--- src/rtl/dct_pkg.sv ---
// Shared constants and helpers for the 2-D DCT datapath.
package dct_pkg;

    localparam int DCT_N     = 8;
    localparam int DCT_ROW_W = 11;

    typedef logic bank_t;

    function automatic int idx_width(input int n);
        return $clog2(n * n);
    endfunction

endpackage

--- src/rtl/dct_tbuf_bank.sv ---
// One N*N x DW storage bank: synchronous write, asynchronous read, no reset on contents.
module dct_tbuf_bank
    import dct_pkg::*;
#(
    parameter int N  = DCT_N,
    parameter int DW = DCT_ROW_W
) (
    input  logic                    clk,
    input  logic                    we_i,
    input  logic [idx_width(N)-1:0] waddr_i,
    input  logic [DW-1:0]           wdata_i,
    input  logic [idx_width(N)-1:0] raddr_i,
    output logic [DW-1:0]           rdata_o
);

    logic [DW-1:0] mem_q [N*N];

    always_ff @(posedge clk) begin
        if (we_i) begin
            mem_q[waddr_i] <= wdata_i;
        end
    end

    assign rdata_o = mem_q[raddr_i];

endmodule

--- src/rtl/dct_transpose_buf.sv ---
// Ping-pong transpose buffer between the row and column DCT passes.
// Accepts row-major blocks and emits them column-major (or row-major) with valid/ready on both sides.
module dct_transpose_buf
    import dct_pkg::*;
#(
    parameter int N  = DCT_N,
    parameter int DW = DCT_ROW_W
) (
    input  logic          clk,
    input  logic          rst_n,
    input  logic          in_valid_i,
    input  logic [DW-1:0] in_data_i,
    output logic          in_ready_o,
    input  logic          transpose_i,
    output logic          out_valid_o,
    output logic [DW-1:0] out_data_o,
    output logic          out_last_o,
    input  logic          out_ready_i
);

    localparam int AW = idx_width(N);
    localparam int CW = $clog2(N);
    localparam logic [AW-1:0] LAST_IDX = AW'(N * N - 1);
    localparam logic [CW-1:0] LAST_RC  = CW'(N - 1);

    logic [1:0]    full_q, full_d;
    logic [1:0]    mode_q, mode_d;
    bank_t         wbank_q, wbank_d;
    bank_t         rbank_q, rbank_d;
    logic [AW-1:0] widx_q, widx_d;
    logic [CW-1:0] r_q, r_d;
    logic [CW-1:0] c_q, c_d;
    logic          out_valid_q, out_valid_d;
    logic          out_last_q, out_last_d;
    logic [DW-1:0] out_data_q, out_data_d;

    logic          wr_acc, wr_done, rd_load, rd_last;
    logic [AW-1:0] raddr;
    logic [DW-1:0] rdata [2];

    assign in_ready_o = !full_q[wbank_q];
    assign wr_acc     = in_valid_i && in_ready_o;
    assign wr_done    = wr_acc && (widx_q == LAST_IDX);
    assign rd_load    = full_q[rbank_q] && (!out_valid_q || out_ready_i);
    // Final sample sits at (N-1, N-1) in either scan order.
    assign rd_last    = rd_load && (r_q == LAST_RC) && (c_q == LAST_RC);
    assign raddr      = {r_q, c_q};

    for (genvar gi = 0; gi < 2; gi++) begin : g_bank
        dct_tbuf_bank #(
            .N  (N),
            .DW (DW)
        ) u_bank (
            .clk     (clk),
            .we_i    (wr_acc && (wbank_q == bank_t'(gi))),
            .waddr_i (widx_q),
            .wdata_i (in_data_i),
            .raddr_i (raddr),
            .rdata_o (rdata[gi])
        );
    end

    always_comb begin
        full_d      = full_q;
        mode_d      = mode_q;
        wbank_d     = wbank_q;
        rbank_d     = rbank_q;
        widx_d      = widx_q;
        r_d         = r_q;
        c_d         = c_q;
        out_valid_d = out_valid_q;
        out_last_d  = out_last_q;
        out_data_d  = out_data_q;

        if (wr_acc) begin
            widx_d = widx_q + 1'b1;
            // Readout order travels with the bank, captured on its first sample.
            if (widx_q == '0) begin
                mode_d[wbank_q] = transpose_i;
            end
            if (wr_done) begin
                widx_d          = '0;
                full_d[wbank_q] = 1'b1;
                wbank_d         = ~wbank_q;
            end
        end

        if (rd_load) begin
            out_valid_d = 1'b1;
            out_data_d  = rdata[rbank_q];
            out_last_d  = rd_last;
            if (rd_last) begin
                r_d             = '0;
                c_d             = '0;
                full_d[rbank_q] = 1'b0;
                rbank_d         = ~rbank_q;
            end else if (mode_q[rbank_q]) begin
                if (r_q == LAST_RC) begin
                    r_d = '0;
                    c_d = c_q + 1'b1;
                end else begin
                    r_d = r_q + 1'b1;
                end
            end else begin
                if (c_q == LAST_RC) begin
                    c_d = '0;
                    r_d = r_q + 1'b1;
                end else begin
                    c_d = c_q + 1'b1;
                end
            end
        end else if (out_ready_i) begin
            out_valid_d = 1'b0;
            out_last_d  = 1'b0;
        end
    end

    always_ff @(posedge clk or negedge rst_n) begin
        if (!rst_n) begin
            full_q      <= '0;
            mode_q      <= '0;
            wbank_q     <= 1'b0;
            rbank_q     <= 1'b0;
            widx_q      <= '0;
            r_q         <= '0;
            c_q         <= '0;
            out_valid_q <= 1'b0;
            out_last_q  <= 1'b0;
            out_data_q  <= '0;
        end else begin
            full_q      <= full_d;
            mode_q      <= mode_d;
            wbank_q     <= wbank_d;
            rbank_q     <= rbank_d;
            widx_q      <= widx_d;
            r_q         <= r_d;
            c_q         <= c_d;
            out_valid_q <= out_valid_d;
            out_last_q  <= out_last_d;
            out_data_q  <= out_data_d;
        end
    end

    assign out_valid_o = out_valid_q;
    assign out_last_o  = out_last_q;
    assign out_data_o  = out_data_q;

endmodule

--- config.mk ---
export PLATFORM = sky130hd
export DESIGN_NAME = dct_transpose_buf
export DESIGN_NICKNAME = d
export VERILOG_FILES = /design/src/rtl/dct_pkg.sv /design/src/rtl/dct_tbuf_bank.sv /design/src/rtl/dct_transpose_buf.sv
export SDC_FILE = /design/constraint.sdc
export NUM_CORES = 1
export LEC_CHECK = 0
export CORE_MARGIN = 3
export CORE_UTILIZATION = 30
export CTS_CLUSTER_SIZE = 10
export DETAILED_ROUTE_END_ITERATION = 7
export PLACE_DENSITY = 0.5
export REMOVE_ABC_BUFFERS = 1
export SETUP_SLACK_MARGIN = 0.1
export SLEW_MARGIN = 20
export SYNTH_ARGS = -nofsm -noshare
export SYNTH_HDL_FRONTEND = slang
export SYNTH_SLANG_ARGS = --single-unit
--- constraint.sdc ---
create_clock -name clk -period 2.7 [get_ports clk]
set_input_delay 0.54 -clock clk [delete_from_list [all_inputs] [get_ports clk]]
set_output_delay 0.54 -clock clk [all_outputs]
set_load 0.005 [all_outputs]
# After elaboration in Yosys (flattened, before gate mapping)
# Memory sizes are Yosys's and may differ from the RTL's.
# Index checks and enable logic that the tools add are counted.
# word_totals
register_bits,31
mem_bits_rw,1408
inputBits,16
out_inout_bits,14
wordCells,84
mem_count,2
# mem_list
name,depth,word_bits,read_ports,rd_clocked_by_memory_dff,wr,line,rtl
g_bank[0].u_bank.mem_q,64,11,1,0,1,dct_tbuf_bank.sv:16,logic [DW-1:0] mem_q [N*N];
g_bank[1].u_bank.mem_q,64,11,1,0,1,dct_tbuf_bank.sv:16,
# op_classes
add_sub_neg,3
order_cmp,5
n_eq_ne,4
muxes,34
n_bitwise,6
n_reduce_logical,20
# op_table
operator,n
$mux 11,3
$mux 3,8
$mux 1,15
$reduce_and 2->1,5
$logic_and 1x1->1,9
$mux 2,4
$add 3x1->3 const B,2
$add 6x1->6 const B,1
$eq 3x3->1 const B,2
$eq 6x6->1 const B,1
$logic_not 6->1,1
$mux 6,1
$lt 1x2->1 const B,2
$ne 3x3->1 const B,1
$reduce_bool 3->1,1
$and 2x2->2,1
$bwmux 2,1
$demux 1 s1,2
$ge 1x1->1 const B,2
$ge 2x2->1 const B,1
$logic_not 1->1,2
$not 1->1,2
$not 1->2,1
$not 2->2,1
3 further kinds,3

# Longest topological paths before layout
# Gate-level depths: netlist (run 1).
# depth
ltp_word,10
mapped_depth,11
mapped_depth_nobuf,6

# Hierarchy
# Synthesis (run 1) repeated with hierarchy kept, for this count alone.
# hier_totals
hier_cells,2684
area_unflattened_um2,56135.1
# modules_own_cells
module,n_inst,cells_each,area_per_inst_um2,seq_area_each_um2
dct_tbuf_bank,2,1268,27266.2,21140.3
dct_transpose_buf,1,148,1602.8,775.7

# Worst setup path before layout (run 1)
# No wires, ideal clock.
# synth_timing
path_type,register -> register
from,reg widx_q[2]
to,mem g_bank[1].u_bank.mem_q[63][0] (netlist bit) (enable)
setup_time_ns,0.408
arrival_time_ns,2.181
required_time_ns,2.292
slack_ns,0.111
stages_incl_launch_ff,5
path_buffers,2
synth_period_minus_slack_ns,2.589
cell_sequence,dfrtp_1 -> clkbuf_1 -> nand3_1 -> clkbuf_1 -> nor4_1
# synth_lines
element,line,rtl
start: declaration,dct_transpose_buf.sv:30,"logic [AW-1:0] widx_q, widx_d;"
start signal: assignment,dct_transpose_buf.sv:135,widx_q <= widx_d;
end: declaration,dct_tbuf_bank.sv:16,
# No word-level cell before the write port.

# Final worst setup path (run 1)
# layout_timing
from,reg c_q[1]
to,reg out_data_q[4] (netlist: out_data_o[4])
# layout_between
elab_chain_len,4
elab_cells_between_ends,5
cone_classes,mux: 3; memory: 2
# layout_lines
element,line,rtl
start: declaration,dct_transpose_buf.sv:32,"logic [CW-1:0] c_q, c_d;"
start signal: assignment,dct_transpose_buf.sv:126,c_q <= '0;
start signal: assignment,dct_transpose_buf.sv:137,c_q <= c_d;
$mem_v2 64x11,-,
$mux 11 (not written as such) (*) (3 in series),dct_transpose_buf.sv:90,out_data_d = rdata[rbank_q];
end signal: assignment,dct_transpose_buf.sv:140,out_data_q <= out_data_d;
end: declaration,dct_transpose_buf.sv:35,"logic [DW-1:0] out_data_q, out_data_d;"
# Every way passes the cells marked *; elsewhere a longest branch is shown, timed or not. The select of a mux whose other input is x is not followed.
# A chain may end at the register's enable or synchronous reset.

==> metrics.txt, run 1 <==
Std-Cell Rows=158; Slew Viols, Final=0; Setup crit end kind=flip-flop; cell with the most instances after synthesis=edfxtp_1; drt first-iter violations=approximately 2.5k; Top cell by count, worst path=buf_12; global-route wire length before repair=between 200 and 250 mm; Tot Pwr=roughly 56 mW; FF-to-FF Start=c_q[1]$_DFFE_PN0P_; fmax=between 300 and 400 MHz; CP peak stage delay=between 0.6 and 0.7 ns; clk slew on worst S/H paths=roughly 0.060 ns; Hold Path Stages=1; post-synth top area cell=edfxtp_1; Synth area leaders=edfxtp_1 (75%), mux4_2 (11%), mux2i_1 (3.5%), dfrtp_1 (1.4%), nor2_1 (1.0%); Commonest cells post-synth=edfxtp_1 (1408), mux4_2 (283), mux2i_1 (194); Max VDD drop=about 0.62 mV; hpwl dp=between 90 and 100 mm; worst setup margin=-0.0888 ns; CP arrival=between 3 and 4 ns; grt met2 use=around a quarter; grt met1 use=21.5%; number of fill cells in the layout=17.1k; Reg area=43100 um2; Initial Util=between 30% and 40%; maximum clock path buffer count=3; grt total ovfl=0; flop2flop setup slack=-0.09 ns; port bufs=29; antenna violations before repair=1; 1st-pass router iterations=6; via/cell ratio=~4.9; Routed Antenna Nets=0; Final min period=roughly 2.8 ns; number of global-route vias before repair=~29k; Synth Register Bits=roughly 1.4k; Residual DRC=0; setup violators final=8; Netlist cell types=57; Mapped Area=around 56000 um2; Vias=28.4k; Final period util=103%; Seq/Total Area, Yosys=between 70% and 80%; nets@finish=roughly 3.2k; root buffer cell=clkbuf_16; cell count after synthesis=roughly 2.7k; Area growth, synth to finish=23.3%; CP Cell Sequence=buf_12, buf_12, buf_4, or2_1, o22a_1, a311oi_1, a21oi_2, a21oi_1; GRT Util Overall=15.7%; failing checks=negative setup slack; die area=192000 um2; MaxCap Viol Count=0; outcome=finished, violations left; RSZ-0062 raised after global routing=yes; Ys Warns=0; worst rel slew slack=43.9%; Worst Clk Skew=between 0.05 and 0.06 ns; worst path required time=approximately 3.4 ns; startpoint types=flip-flop; cts bufs inserted=167; chip height=439 um; P per Cell Area=810 nW/um2; Worst R2R Path Depth=8; core area=~190000 um2; Most used DFF post-synth=edfxtp_1; capture point of the worst reg-to-reg path=out_data_o[4]$_DFFE_PN0P_; grt peak-use layer=met2; WS Path Type=flip-flop to flip-flop; Post-synth EDFFs=1408; area occupied by multi-input gates=between 10000 and 15000 um2; Worst Hold Endpoint=g_bank[0].u_bank.mem_q[57][9]$_DFFE_PP_; largest net degree at the start of global routing=129; worst slew pin tran=approximately 0.84 ns; Critical Path Fanout Max=23; Placer Congestion=0.830; hold violation count in the final report=0; WL final=approximately 150 mm; CTS tree=yes; share of layout cells above drive strength 1=~34%; mean area per synthesized cell=20.7 um2; static leakage=~22 nW; IO Pins=30; Hold Crit Start=in_data_i[9]; slowest CP cell=a311oi_1; Die W=approximately 440 um; clk sinks=between 1k and 1.5k; Clock Latency Late Sink=0.79 ns; worst hold slack=about 0.13 ns; ys async rst share=between 2 and 2.5%; htree depth=4; wire length per cell=around 26 um; met3 Use GR=under 10%; top-area cell type share of the netlist area=between 70% and 80%; worst hold path type=primary input to flip-flop
-- cell families (layout without fill, tap and decap cells) --
kind of cell,count (synthesis),after routing,share of synthesized area (%)
compound gates,279,279,3.34
xor+xnor,3,3,0.0468
fa+ha+maj,6,6,0.134
buf+inv,173,734,1.65
flops,1439,1439,76.7
mux,527,527,15.8
other cells,0,4,0
simple gates,285,285,2.33
-- state kept, by name, summed over array words and instances, names as in the netlist --
name                 cells
mode_q                   2
wbank_q                  1
rbank_q                  1
out_valid_o              1
c_q                      3
full_q                   2
out_last_o               1
out_data_o              11
g_bank.u_bank.mem_q   1408
r_q                      3
widx_q                   6
-- what timing repair did --
item / in CTS / in global routing
setup endpoints to repair: 12 / 13
endpoints found under the hold margin: 31 / 0
cloned: 5 / 8
resized for setup: 99 / 49
hold buffers: 1 / 0
buffers inserted: 23 / 26
pin swaps: 5 / 16
-- how the worst max path moves through the flow --
stage                     slack, ns  depth (start not counted)          startpoint                    endpoint
final                         -0.09                          8  c_q[1]$_DFFE_PN0P_   out_data_o[4]$_DFFE_PN0P_
after global routing          -0.07                         11  c_q[0]$_DFFE_PN0P_   out_data_o[7]$_DFFE_PN0P_
after detailed placement      -0.71                          9         out_ready_i   out_data_o[7]$_DFFE_PN0P_
after CTS                     -0.03                          8  c_q[0]$_DFFE_PN0P_   out_data_o[9]$_DFFE_PN0P_
after global placement        -0.66                          9         out_ready_i   out_data_o[7]$_DFFE_PN0P_
after floorplan              -10.26                          6  c_q[0]$_DFFE_PN0P_  out_data_o[10]$_DFFE_PN0P_
-- layout make-up --
cell class / count / share of cell area, %
Clock buffer: 211 / 6.33
Multi-Input combinational cell: 1100 / 18.4
Sequential cell: 1439 / 62.2
Clock inverter: 23 / 0.503
Inverter: 14 / 0.0868
Antenna cell: 4 / 0.0145
Tap cell: 2480 / 4.48
Timing Repair Buffer: 486 / 7.98
-- per-stage QoR --
stage	setup WS (ns)	util (%)	area [um2]	cells	TNS, ns
global route	-0.0668	37.2	69200	5753	-0.455
CTS	-0.0345	36.9	68600	5719	-0.122
detailed placement	-0.713	33.9	63000	5456	-78.77
finish	-0.0888	37.2	69200	5757	-0.186
global placement	-0.657	33.9	63000	5456	-77.34
floorplan	-10.26	-	55300	2553	-208.41
-- where the power goes --
| group | internal, mW | switching [mW] |
|---|---|---|
| Combinational | 5.32 | 5.47 |
| Clock | 11.4 | 8.66 |
| Sequential | 24.9 | 0.322 |
| Total | 41.6 | 14.4 |
-- layout by cell type, fill, tap and decap left out, drive strengths merged, types with 4 or more instances in the layout --
master and n:
a211o 14, a211oi 25, a21oi 74, a22oi 48, a32oi 5, and2 6
buf 459, clkbuf 219, clkdlybuf4s50 16, clkinv 17, dfrtp 31, diode 4
edfxtp 1408, ha 6, inv 20, mux2 50, mux2i 194, mux4 283
nand2 43, nand3 14, nand3b 4, nand4b 7, nor2 158, nor2b 8
o2111ai 8, o21ai 22, o22a 21, o22ai 43, o41ai 5, or2 9
or3 16, or3b 4
-- layer usage --
layer	vias up	part of all wire, %
li1	12200	-
met1	15200	44
met2	781	48
met3	211	5.1
met4	0	2.8
met5	-	0
-- worst max-delay path, delay by kind of cell (launching register included) --
kind                   cells  cell delay [ns]
AO/OA/AOI/OAI              4             1.21
flip-flops                 1             0.59
buffers and inverters      3             0.58
AND/OR/NAND/NOR            1             0.31
No activity file was read; power rests on OpenSTA's default activity.
==> run 2: changes to the inputs <==
--- a/config.mk
+++ b/config.mk
@@ -5,7 +5,7 @@
 export SDC_FILE = /design/constraint.sdc
 export NUM_CORES = 1
 export LEC_CHECK = 0
-export CORE_MARGIN = 3
+export ABC_AREA = 1
 export CORE_UTILIZATION = 30
 export CTS_CLUSTER_SIZE = 10
 export DETAILED_ROUTE_END_ITERATION = 7
==> metrics.txt, run 2 <==
Die W=445 um (was 439 um); Post-Synth Simple-Gate Area=22.8% (was 2.33%); die area=198000 um2 (was 192000 um2); met3 wire length=10.2 mm (was 7.78 mm); largest family of logic cells by synthesized area=simple AND/OR/NAND/NOR gates (was multiplexers); CTS tree=yes (unchanged); P per Cell Area=996 nW/um2 (was 810 nW/um2); post-synth top area cell=edfxtp_1 (unchanged); hold violation count in the final report=0 (unchanged); clk sinks=1439 (unchanged); via/cell ratio=4.90 (was 4.93); CP Cell Sequence=clkdlybuf4s50_1 (was buf_12, buf_12, buf_4, or2_1, o22a_1, a311oi_1, a21oi_2, a21oi_1); nets@finish=5150 (was 3230); Adder-Cell Fraction of Synth Area=0.128% (was 0.134%); Critical Path Fanout Max=2 (was 23); total setup buffers inserted after CTS=0 (was 23); Initial Util=30.2% (about the same); chip height=445 um (was 439 um); Synth area leaders=edfxtp_1 (72%), nand3_1 (12%), nand2_1 (10%), buf_2 (1.4%), dfrtp_1 (1.3%) (was edfxtp_1 (75%), mux4_2 (11%), mux2i_1 (3.5%), dfrtp_1 (1.4%), nor2_1 (1.0%)); worst path required time=2.16 ns (was 3.40 ns); Slew Viols, Final=0 (unchanged); Clock Latency Late Sink=0.80 ns (was 0.79 ns); delay-heaviest family, CP=flip-flops (was compound AO/OA/AOI/OAI gates); Synth Area in Compound Gates=0.234% (was 3.34%); Placer Congestion=0.869 (was 0.830); number of global-route vias before repair=37.3k (was 29.3k); FF-to-FF Start=c_q[1]$_DFFE_PN0P_ (unchanged); startpoint types=flip-flop (unchanged); maximum clock path buffer count=3 (unchanged); Top reg by flops=g_bank.u_bank.mem_q (unchanged); port bufs=29 (unchanged); WS Path Type=flip-flop to output port (was flip-flop to flip-flop); Commonest cells post-synth=nand2_1 (1598), edfxtp_1 (1408), nand3_1 (1360) (was edfxtp_1 (1408), mux4_2 (283), mux2i_1 (194)); Netlist cell types=24 (was 57); most frequent cells in the layout=nand2_1 (1593), edfxtp_1 (1408), nand3_1 (1360) (was edfxtp_1 (1408), buf_4 (324), mux4_2 (283)); ys async rst share=2.15% (unchanged); slowest CP cell=dfrtp_1 (was a311oi_1); fmax=392 MHz (was 359 MHz); Max VDD drop=0.732 mV (was 0.622 mV); Cell Area, Placed=63900 um2 (was 63000 um2); Most used DFF post-synth=edfxtp_1 (unchanged); Area growth, synth to finish=16.7% (was 23.3%); WL final=173 mm (was 152 mm); mean area per synthesized cell=11.9 um2 (was 20.7 um2); Ys Warns=0 (unchanged); mux share of post-synthesis cell area=0% (was 15.8%); htree depth=4 (unchanged); worst slew pin tran=0.782 ns (was 0.842 ns); cell count after synthesis=4944 (was 2712); Setup TNS Final=0 ns (was -0.186 ns); IO Pins=30 (unchanged); hpwl dp=109 mm (was 96.6 mm); Seq/Total Area, Yosys=73.2% (was 76.7%); commonest non-fill, non-tap cell in the layout=nand2_1 (was edfxtp_1); dpl ws=0.138 ns (was -0.713 ns); grt total ovfl=0 (unchanged); static leakage=24.0 nW (was 21.5 nW); Worst Clk Skew=0.0269 ns (was 0.0528 ns); # diodes=0 (was 4); Final period util=94.4% (was 103%); Vias=38.2k (was 28.4k); Crit path buffers/inverters=1 (was 3); 1st-pass router iterations=6 (unchanged); Routed Antenna Nets=0 (unchanged); wire length per cell=22.2 um (was 26.4 um); Largest register FFs=1408 (unchanged); Final min period=2.55 ns (was 2.79 ns); XOR/XNOR Fraction of Synth Area=0.0596% (was 0.0468%); root buffer cell=clkbuf_16 (unchanged); CP peak stage delay=0.62 ns (was 0.66 ns); worst rel slew slack=47.8% (was 43.9%); Post-synth EDFFs=1408 (unchanged); CP arrival=2.01 ns (was 3.49 ns); RSZ-0062 raised after global routing=no (was yes); metal2 WL=81.0 mm (was 73.3 mm); Setup crit end kind=output port (was flip-flop); Synth Register Bits=1439 (unchanged); Std-Cell Rows=162 (was 158); MaxCap Viol Count=0 (unchanged); Hold Crit Start=in_data_i[1] (was in_data_i[9]); worst hold path type=primary input to flip-flop (unchanged); Post-Route Utilization=35.2% (was 37.2%); top-area cell type share of the netlist area=71.9% (was 75.3%); M1 WL=75.5 mm (was 66.8 mm); cts bufs inserted=166 (was 167); share of layout cells above drive strength 1=10.3% (was 33.6%); worst setup margin=0.150 ns (was -0.0888 ns); drt first-iter violations=3824 (was 2509); setup violators final=0 (was 8); Residual DRC=0 (unchanged); crit path from=out_data_o[5]$_DFFE_PN0P_ (was c_q[1]$_DFFE_PN0P_); Mapped Area=58800 um2 (was 56100 um2); GRT Util Overall=17.4% (was 15.7%); largest net degree at the start of global routing=97 (was 129); cell with the most instances after synthesis=nand2_1 (was edfxtp_1); core area=195000 um2 (was 186000 um2); global-route wire length before repair=255 mm (was 218 mm); Finished Cell Area=68600 um2 (was 69200 um2); Top Metal Used=met5 (was met4); clk slew on worst S/H paths=0.06 ns (about the same); antenna violations before repair=2 (was 1); outcome=completed (was finished, violations left)
-- run 2: cell count changes after synthesis, moves of 70 or more --
cell and change:
a21oi_1 -70, buf_2 +121, mux2i_1 -194, mux4_2 -283, nand2_1 +1555, nand3_1 +1346
-- run 2: repair_timing --
item,in CTS,in global routing
gates resized for setup,2,9
setup endpoints to repair,2,7
hold buffers,1,0
hold endpoints to repair,31,0
-- run 2: worst paths after layout --
check,to,slack (ns),depth (start not counted)
hold reg to reg,out_data_o[2]$_DFFE_PN0P_,0.49,2
hold / removal,g_bank[1].u_bank.mem_q[54][1]$_DFFE_PP_,0.15,1
setup reg to reg,out_data_o[0]$_DFFE_PN0P_,0.23,11
max in group asynchronous,c_q[0]$_DFFE_PN0P_,1.63,2
setup / recovery,out_data_o[5],0.15,1
min in group asynchronous,out_data_o[10]$_DFFE_PN0P_,0.48,2
-- run 2: final cells by class --
type | count | area (um2)
Tap cell | 2624 | 3280
Timing Repair Buffer | 340 | 3740
Inverter | 35 | 171
Fill cell | 19100 | 126000
Clock inverter | 20 | 233
Clock buffer | 196 | 4390
Multi-Input combinational cell | 3146 | 13700
Sequential cell | 1439 | 43100
-- run 2: logic make-up after synthesis --
family,Yosys count
XOR/XNOR,4
adder cells (fa/ha/maj),6
AO/OA/AOI/OAI,27
buffers and inverters,359
flip-flops,1439
AND/OR/NAND/NOR,3109
-- run 2: routing by layer --
| metal | up-vias | global-route usage (%) |
|---|---|---|
| met5 | - | 0 |
| met4 | 2 | 6.83 |
| met3 | 264 | 2.57 |
| met2 | 1243 | 27.8 |
| met1 | 18900 | 23.6 |
| li1 | 17800 | - |
-- run 2: per-stage QoR --
step	std cells	hold slack (ns)	power, mW
6_report	7800	0.154	68.3
5_1_grt	7800	0.127	71.5
4_1_cts	7800	0.0986	68.7
3_5_place_dp	7583	0.473	48.6
3_3_place_gp	7583	0.470	48.6
2_1_floorplan	4620	0.244	32.9
-- run 2: power breakdown --
group / internal (mW) / switching [mW] / leakage (nW)
combinational: 6.73 / 16.5 / 8.71
clock: 11.6 / 8.52 / 2.26
sequential: 24.7 / 0.272 / 13.0
total: 43.0 / 25.3 / 24.0
